[config.mk]
export PLATFORM = sky130hd
export DESIGN_NAME = shift_unit_arbiter
export DESIGN_NICKNAME = d
export VERILOG_FILES = /design/src/rtl/shift_unit_arbiter.sv
export SDC_FILE = /design/constraint.sdc
export NUM_CORES = 1
export LEC_CHECK = 0
export BUFFER_PORTS_ARGS = -buffer_cell sky130_fd_sc_hd__buf_2
export CORE_MARGIN = 5
export CORE_UTILIZATION = 40
export DETAILED_ROUTE_END_ITERATION = 10
export PLACE_DENSITY = 0.62
export SYNTH_ARGS = -nofsm -noshare
export SYNTH_HDL_FRONTEND = slang
export SYNTH_SLANG_ARGS = --single-unit
[constraint.sdc]
create_clock -name clk -period 2.5 [get_ports clk]
set_input_delay 0.5 -clock clk [delete_from_list [all_inputs] [get_ports clk]]
set_output_delay 0.5 -clock clk [all_outputs]
set_load 0.03 [all_outputs]
[src/rtl/shift_unit_arbiter.sv]
// Shared 32-bit right barrel shifter with round-robin access from NUM_REQ requesters.
// SLL is produced by bit-reversing the operand around the right shifter.
// One operation is in flight at a time: IDLE (grant/capture) -> SHIFT -> RESP.
module shift_unit_arbiter #(
    parameter  int NUM_REQ = 2,
    localparam int ID_W    = $clog2(NUM_REQ)
) (
    input  logic                  clk,
    input  logic                  reset,
    input  logic [NUM_REQ-1:0]    req_valid,
    output logic [NUM_REQ-1:0]    req_ready,
    input  logic [NUM_REQ*32-1:0] req_data,
    input  logic [NUM_REQ*5-1:0]  req_amount,
    input  logic [NUM_REQ*2-1:0]  req_op,
    output logic                  rsp_valid,
    input  logic                  rsp_ready,
    output logic [31:0]           rsp_data,
    output logic [ID_W-1:0]       rsp_id
);

    typedef enum logic [1:0] {
        ST_IDLE  = 2'd0,
        ST_SHIFT = 2'd1,
        ST_RESP  = 2'd2
    } state_t;

    localparam logic [1:0] OP_SRA = 2'b01;
    localparam logic [1:0] OP_SLL = 2'b10;

    state_t          state_q;
    logic [ID_W-1:0] rr_ptr_q;
    logic [ID_W-1:0] owner_q;
    logic [31:0]     data_q;
    logic [4:0]      amount_q;
    logic [1:0]      op_q;
    logic            rsp_valid_q;
    logic [31:0]     rsp_data_q;
    logic [ID_W-1:0] rsp_id_q;

    logic            grant_found;
    logic [ID_W-1:0] grant_idx;
    logic [ID_W-1:0] rr_ptr_d;

    // Per-requester operand slices, unpacked so the granted one can be picked by index.
    logic [31:0] data_arr   [NUM_REQ];
    logic [4:0]  amount_arr [NUM_REQ];
    logic [1:0]  op_arr     [NUM_REQ];

    genvar gi;
    generate
        for (gi = 0; gi < NUM_REQ; gi++) begin : g_slice
            assign data_arr[gi]   = req_data[32*gi +: 32];
            assign amount_arr[gi] = req_amount[5*gi +: 5];
            assign op_arr[gi]     = req_op[2*gi +: 2];
        end
    endgenerate

    // Round-robin search: first valid requester at or after rr_ptr, wrapping.
    always_comb begin
        logic [ID_W:0] cand;
        grant_found = 1'b0;
        grant_idx   = rr_ptr_q;
        cand        = '0;
        for (int k = 0; k < NUM_REQ; k++) begin
            cand = {1'b0, rr_ptr_q} + (ID_W+1)'(k);
            if (cand >= (ID_W+1)'(NUM_REQ)) begin
                cand = cand - (ID_W+1)'(NUM_REQ);
            end
            if (!grant_found && req_valid[cand[ID_W-1:0]]) begin
                grant_found = 1'b1;
                grant_idx   = cand[ID_W-1:0];
            end
        end
    end

    // Pointer moves to the requester just after the one granted, wrapping.
    always_comb begin
        logic [ID_W:0] nxt;
        nxt = {1'b0, grant_idx} + (ID_W+1)'(1);
        if (nxt >= (ID_W+1)'(NUM_REQ)) begin
            nxt = '0;
        end
        rr_ptr_d = nxt[ID_W-1:0];
    end

    // Accept is combinational and only possible while idle; never during reset.
    generate
        for (gi = 0; gi < NUM_REQ; gi++) begin : g_ready
            assign req_ready[gi] = (state_q == ST_IDLE) && !reset && grant_found
                                   && (grant_idx == ID_W'(gi));
        end
    endgenerate

    // Shifter datapath: optional reversal, five log stages, optional reversal back.
    logic        is_sll;
    logic        fill_bit;
    logic [31:0] operand_rev;
    logic [31:0] stage_rev;
    logic [31:0] shift_result;
    logic [31:0] stage [6];

    assign is_sll   = (op_q == OP_SLL);
    assign fill_bit = (op_q == OP_SRA) && data_q[31];

    generate
        for (gi = 0; gi < 32; gi++) begin : g_rev
            assign operand_rev[gi] = data_q[31-gi];
            assign stage_rev[gi]   = stage[5][31-gi];
        end
    endgenerate

    assign stage[0] = is_sll ? operand_rev : data_q;

    generate
        for (gi = 0; gi < 5; gi++) begin : g_stage
            localparam int SH = 1 << gi;
            assign stage[gi+1] = amount_q[gi] ? {{SH{fill_bit}}, stage[gi][31:SH]} : stage[gi];
        end
    endgenerate

    assign shift_result = is_sll ? stage_rev : stage[5];

    // Control FSM with operand capture and registered response.
    always_ff @(posedge clk) begin
        if (reset) begin
            state_q     <= ST_IDLE;
            rr_ptr_q    <= '0;
            owner_q     <= '0;
            data_q      <= '0;
            amount_q    <= '0;
            op_q        <= '0;
            rsp_valid_q <= 1'b0;
            rsp_data_q  <= '0;
            rsp_id_q    <= '0;
        end else begin
            case (state_q)
                ST_IDLE: begin
                    if (grant_found) begin
                        data_q   <= data_arr[grant_idx];
                        amount_q <= amount_arr[grant_idx];
                        op_q     <= op_arr[grant_idx];
                        owner_q  <= grant_idx;
                        rr_ptr_q <= rr_ptr_d;
                        state_q  <= ST_SHIFT;
                    end
                end
                ST_SHIFT: begin
                    rsp_data_q  <= shift_result;
                    rsp_id_q    <= owner_q;
                    rsp_valid_q <= 1'b1;
                    state_q     <= ST_RESP;
                end
                ST_RESP: begin
                    if (rsp_ready) begin
                        rsp_valid_q <= 1'b0;
                        state_q     <= ST_IDLE;
                    end
                end
                default: begin
                    rsp_valid_q <= 1'b0;
                    state_q     <= ST_IDLE;
                end
            endcase
        end
    end

    assign rsp_valid = rsp_valid_q;
    assign rsp_data  = rsp_data_q;
    assign rsp_id    = rsp_id_q;

endmodule
# Yosys cells after proc, flatten, opt, wreduce, memory -nomap -nowiden
# Index checks and enable logic that the tools add are counted.
# word_totals
ff_bits	77
out_inout_bits	36
word_cells	72
input_bits	83
# op_classes
n_eq_ne	6
n_reduce_logical	12
bitwise	3
addsub	4
order_cmp	6
mux	32
# ops
operator	count
32-bit two-way mux	10
5-bit two-way mux	3
1-bit two-way mux	12
2-bit two-way mux	5
2-bit greater-or-equal comparator (second input constant)	3
1-bit logical AND	6
2-bit one-hot mux with 3 select lines	1
2-bit AND reduction	3
1-bit by 1-bit adder with 2-bit output (second input constant)	2
2-bit by 1-bit equality test with 1-bit output (second input constant)	2
2-bit equality test (second input constant)	2
1-bit by 2-bit less-than comparator with 1-bit output (second input constant)	2
2-bit inequality test (second input constant)	2
1-bit one-hot mux with 3 select lines	1
1-bit by 2-bit greater-or-equal comparator with 1-bit output (second input constant)	1
1-bit zero test	2
2-bit zero test	1
1-bit NOT	2
1-bit NOT with 2-bit output	1
1-bit subtractor (second input constant)	2

# Depth between registers and ports, before layout
# logic_depth
word_depth	12
ltp_mapped	10
depth_no_buf	7

# Least setup slack after synthesis
# OpenSTA, ideal clock, no wires.
# synth_path
kind	reg-to-reg
from	register op_q[1]
to	register rsp_data_q[14], in the netlist rsp_data[14]
setup_ps	122
required_ps	2378
arrival_time_ps	2136
synth_period_minus_slack_ps	2258
path_stages_with_launch	9
slack_ps	242
path_buffers	2
cell_sequence	dfxtp_1 nor2b_4 buf_8 buf_12 mux2i_2 o22ai_1 or3_4 mux2_2 a221o_1
# synth_between
elab_chain_cells	8
elab_cells_between_ends	10
cone_classes	2 x eq/ne; 7 x mux; 1 x reduce/logical
# synth_lines
element	line_no	text
start, declared	35	logic [1:0] op_q;
start signal, assigned	141	op_q <= op_arr[grant_idx];
2-bit equality test or 2-bit by 1-bit equality test with 1-bit output (tied branches)	102, 103	
32-bit two-way mux or 1-bit logical AND (tied branches)	112, 103	
32-bit two-way mux (5 in a row)	117	assign stage[gi+1] = amount_q[gi] ? {{SH{fill_bit}}, stage[gi][31:SH]} : stage[gi];
32-bit two-way mux (*)	121	assign shift_result = is_sll ? stage_rev : stage[5];
end signal, assigned	148	rsp_data_q <= shift_result;
end, declared	37	logic [31:0] rsp_data_q;
# Every way passes the cells marked *; elsewhere a longest branch is shown, timed or not.
# A chain may end at the register's enable or synchronous reset.

# Worst setup path after layout
# layout_path
from	register op_q[1]
to	register rsp_data_q[25], in the netlist rsp_data[25]
# The elaborated chain is that of the path after synthesis.

==> impl_metrics.json <==
{
  "cts_buffers": 9,
  "die_area_um2": 16300,
  "finalCriticalPeriod_ns": 2.463,
  "area_delta_synth_final_pct": 26.82,
  "vias": 5840,
  "start_util_pct": 40.36,
  "grt_pass1_wl_mm": 31.68,
  "slew_headroom_pct": 21.41,
  "cts_tree": "yes",
  "htreeDepth": 3,
  "syn_area_um2": 5538,
  "antenna_found_initial": 0,
  "grt-ovfl-total": 0,
  "clockBufferDepth": 2,
  "first_global_vias": 5800,
  "netlist_top_cells_count": "dfxtp_1 (77), mux2i_1 (58), nand2_1 (58), nor2_1 (58), a222oi_1 (41)",
  "ir_worst_vdd_mv": 0.4976,
  "num_rows": 43,
  "grt_setup_unrepaired": "false",
  "cp.required_ns": 2.77,
  "synth_top_area_share_pct": 27.84,
  "drt_iter0_drc": 863,
  "setup_viol": 0,
  "crit_slowest_cell": "mux4_1",
  "hold_viol": 0,
  "crit_arrival_ns": 2.73,
  "crit_top_cell": "o21ai_0",
  "via_per_inst": 6.167,
  "synth_seq_cells": 77,
  "power_density_nw_per_um2": 712.4,
  "ys_types": 73,
  "drt-total-wl_mm": 19.88,
  "synth_flop_cell": "dfxtp_1",
  "crit_chain": "nor2b_4 -> buf_12 -> buf_4 -> mux4_1 -> o21ai_0 -> a2bb2oi_1 -> a31oi_1 -> o21ai_0",
  "yosys_warnings": 0,
  "drive_gt1_share_pct": 34.68,
  "core_um2": 13720,
  "synth_edf_count": 0,
  "insertion_delay_ns": 0.35,
  "synth-async-reset-ratio_pct": 0,
  "track_usage_pct": 24.27,
  "p_total_mw": 5.003,
  "final.period_utilization_pct": 98.51,
  "ios": 119,
  "synth_area_leaders": "dfxtp_1 (28%), mux2i_1 (10%), a222oi_1 (7.4%)",
  "tightest_slew_ns": 1.174,
  "leakagePower_nw": 3.116,
  "yosysSeqAreaShare_pct": 27.84,
  "gp_congestion": 0.9642,
  "clock-sinks": 77,
  "ant_nets": 0,
  "wl_per_cell_um": 20.99,
  "path_max_fanout": 12,
  "fillers": 1310,
  "finalClockSkew_ns": 0.006619,
  "cp-end-kind": "flop",
  "fmax_mhz": 406.0,
  "die_w_um": 127.7,
  "critPathLaunchType": "flop",
  "grt_max_degree": 30,
  "reg2reg_slack_ns": 0.04,
  "yosys.area.top_type": "dfxtp_1",
  "final_nets": 845,
  "status": "complete, no violations",
  "hp-class": "primary input to flop",
  "antenna_cells": 0,
  "synth_nets": 708,
  "ctsRootBufferMaster": "clkbuf_16",
  "cpPeakStageDelay_ns": 0.61,
  "path_class": "flop to flop",
  "synth_most_common_cell": "dfxtp_1",
  "drv_slew": 0,
  "clk_pin_slew_worst_paths_ns": 0.06,
  "final.setup.tns_ns": 0,
  "dieHeight_um": 127.7,
  "first_pass_iters": 7,
  "drc": 0,
  "hold_buffers": 0,
  "max_cap_violations": 0,
  "dpl.hpwl_mm": 15.35,
  "netlist_instances": 625,
  "avgSynthCellArea_um2": 8.860,
  "numPortBuffers": 118
}
-- metrics by stage --
step / hold slack, ns / instances / utilization (%) / setup slack (ns) / area, µm²
2_1_floorplan: 0.4263 / 625 / - / 0.2424 / 5538
3_3_place_gp: 0.4312 / 929 / 47.94 / 0.06031 / 6578
3_5_place_dp: 0.4461 / 929 / 47.94 / 0.01453 / 6578
4_1_cts: 0.3683 / 946 / 50.78 / 0.009708 / 6967
5_1_grt: 0.3725 / 947 / 51.19 / 0.006491 / 7023
6_report: 0.3752 / 947 / 51.19 / 0.03716 / 7023
-- registers in the layout, summed over array words and instances, names as in the netlist --
name and flops:
op_q 2, rr_ptr_q 1, rsp_id 1, rsp_data 32, data_q 32, amount_q 5, owner_q 1, state_q 2
rsp_valid 1
-- critical path: cells and delay by family (launching register included) --
family,cells,cell delay [ns]
buffers and inverters,2,0.33
muxes,1,0.61
DFF,1,0.35
and+or+nand+nor,1,0.19
AOI/OAI and AO/OA,4,0.89
-- path summary, 6_finish.rpt --
path / cells past startpoint / to / start
hold / removal: 3 / data_q[8] / req_data[8]
hold reg to reg: 2 / rsp_data[8] / rsp_data[8]
setup / recovery: 8 / rsp_data[25] / op_q[1]
setup reg to reg: 8 / rsp_data[25] / op_q[1]
-- layer usage --
metal,up-vias,part of all wire (%),GRT usage [%]
met5,-,0,0
met4,0,3.1,9.675
met3,33,6.1,4.542
met2,253,48,39.89
met1,2834,43,31.54
li1,2720,-,-
-- power by group --
group / switching, mW / internal, mW / leakage (nW)
registers: 0.145 / 1.35 / 0.632
logic: 1.11 / 0.829 / 2.31
clock network: 0.549 / 1.01 / 0.171
-- area by class of cell --
cell class	count	area, µm²	area share [%]
multi-input cells	459	3622	51.58
flip-flops and latches	77	1549	22.06
repair buffers	181	1142	16.27
clock buffers	10	239.0	3.403
well taps	180	225.2	3.207
inverters	34	127.6	1.817
clock inverters	6	117.6	1.675
-- what timing repair did --
action                                  CTS  global route
gates cloned                              1             0
buffers inserted                          0             1
resized for setup                         0            19
endpoints found under the setup margin    1            22
pin swaps                                 0             2
endpoints found under the hold margin     0             0
-- cells by family after synthesis --
| logic type | synth area share, % |
|---|---|
| adder cells (fa/ha/maj) | 0.3615 |
| buffers and inverters | 7.614 |
| multiplexers | 22.39 |
| flip-flops | 27.84 |
| XOR/XNOR | 0.1582 |
| AND/OR/NAND/NOR | 13.67 |
| AO/OA/AOI/OAI | 27.97 |
-- cell usage in the layout (no fill, tap or decap), types with 8 or more instances in the layout --
master / synthesis / final
mux2_2: 26 / 26
inv_1: 33 / 33
mux4_2: 8 / 11
nor2_1: 58 / 57
nand3_1: 11 / 11
a221o_1: 8 / 8
a21o_1: 10 / 10
nor3_1: 11 / 11
buf_4: 4 / 57
a22oi_1: 8 / 8
o21ai_0: 21 / 19
a21oi_1: 13 / 13
o22ai_1: 15 / 14
a222oi_1: 41 / 41
mux2i_1: 58 / 55
dfxtp_1: 77 / 73
clkbuf_16: 0 / 9
nand2_1: 58 / 58
buf_2: 6 / 118
o221ai_1: 9 / 8
Power figures use the tool's default switching activity.
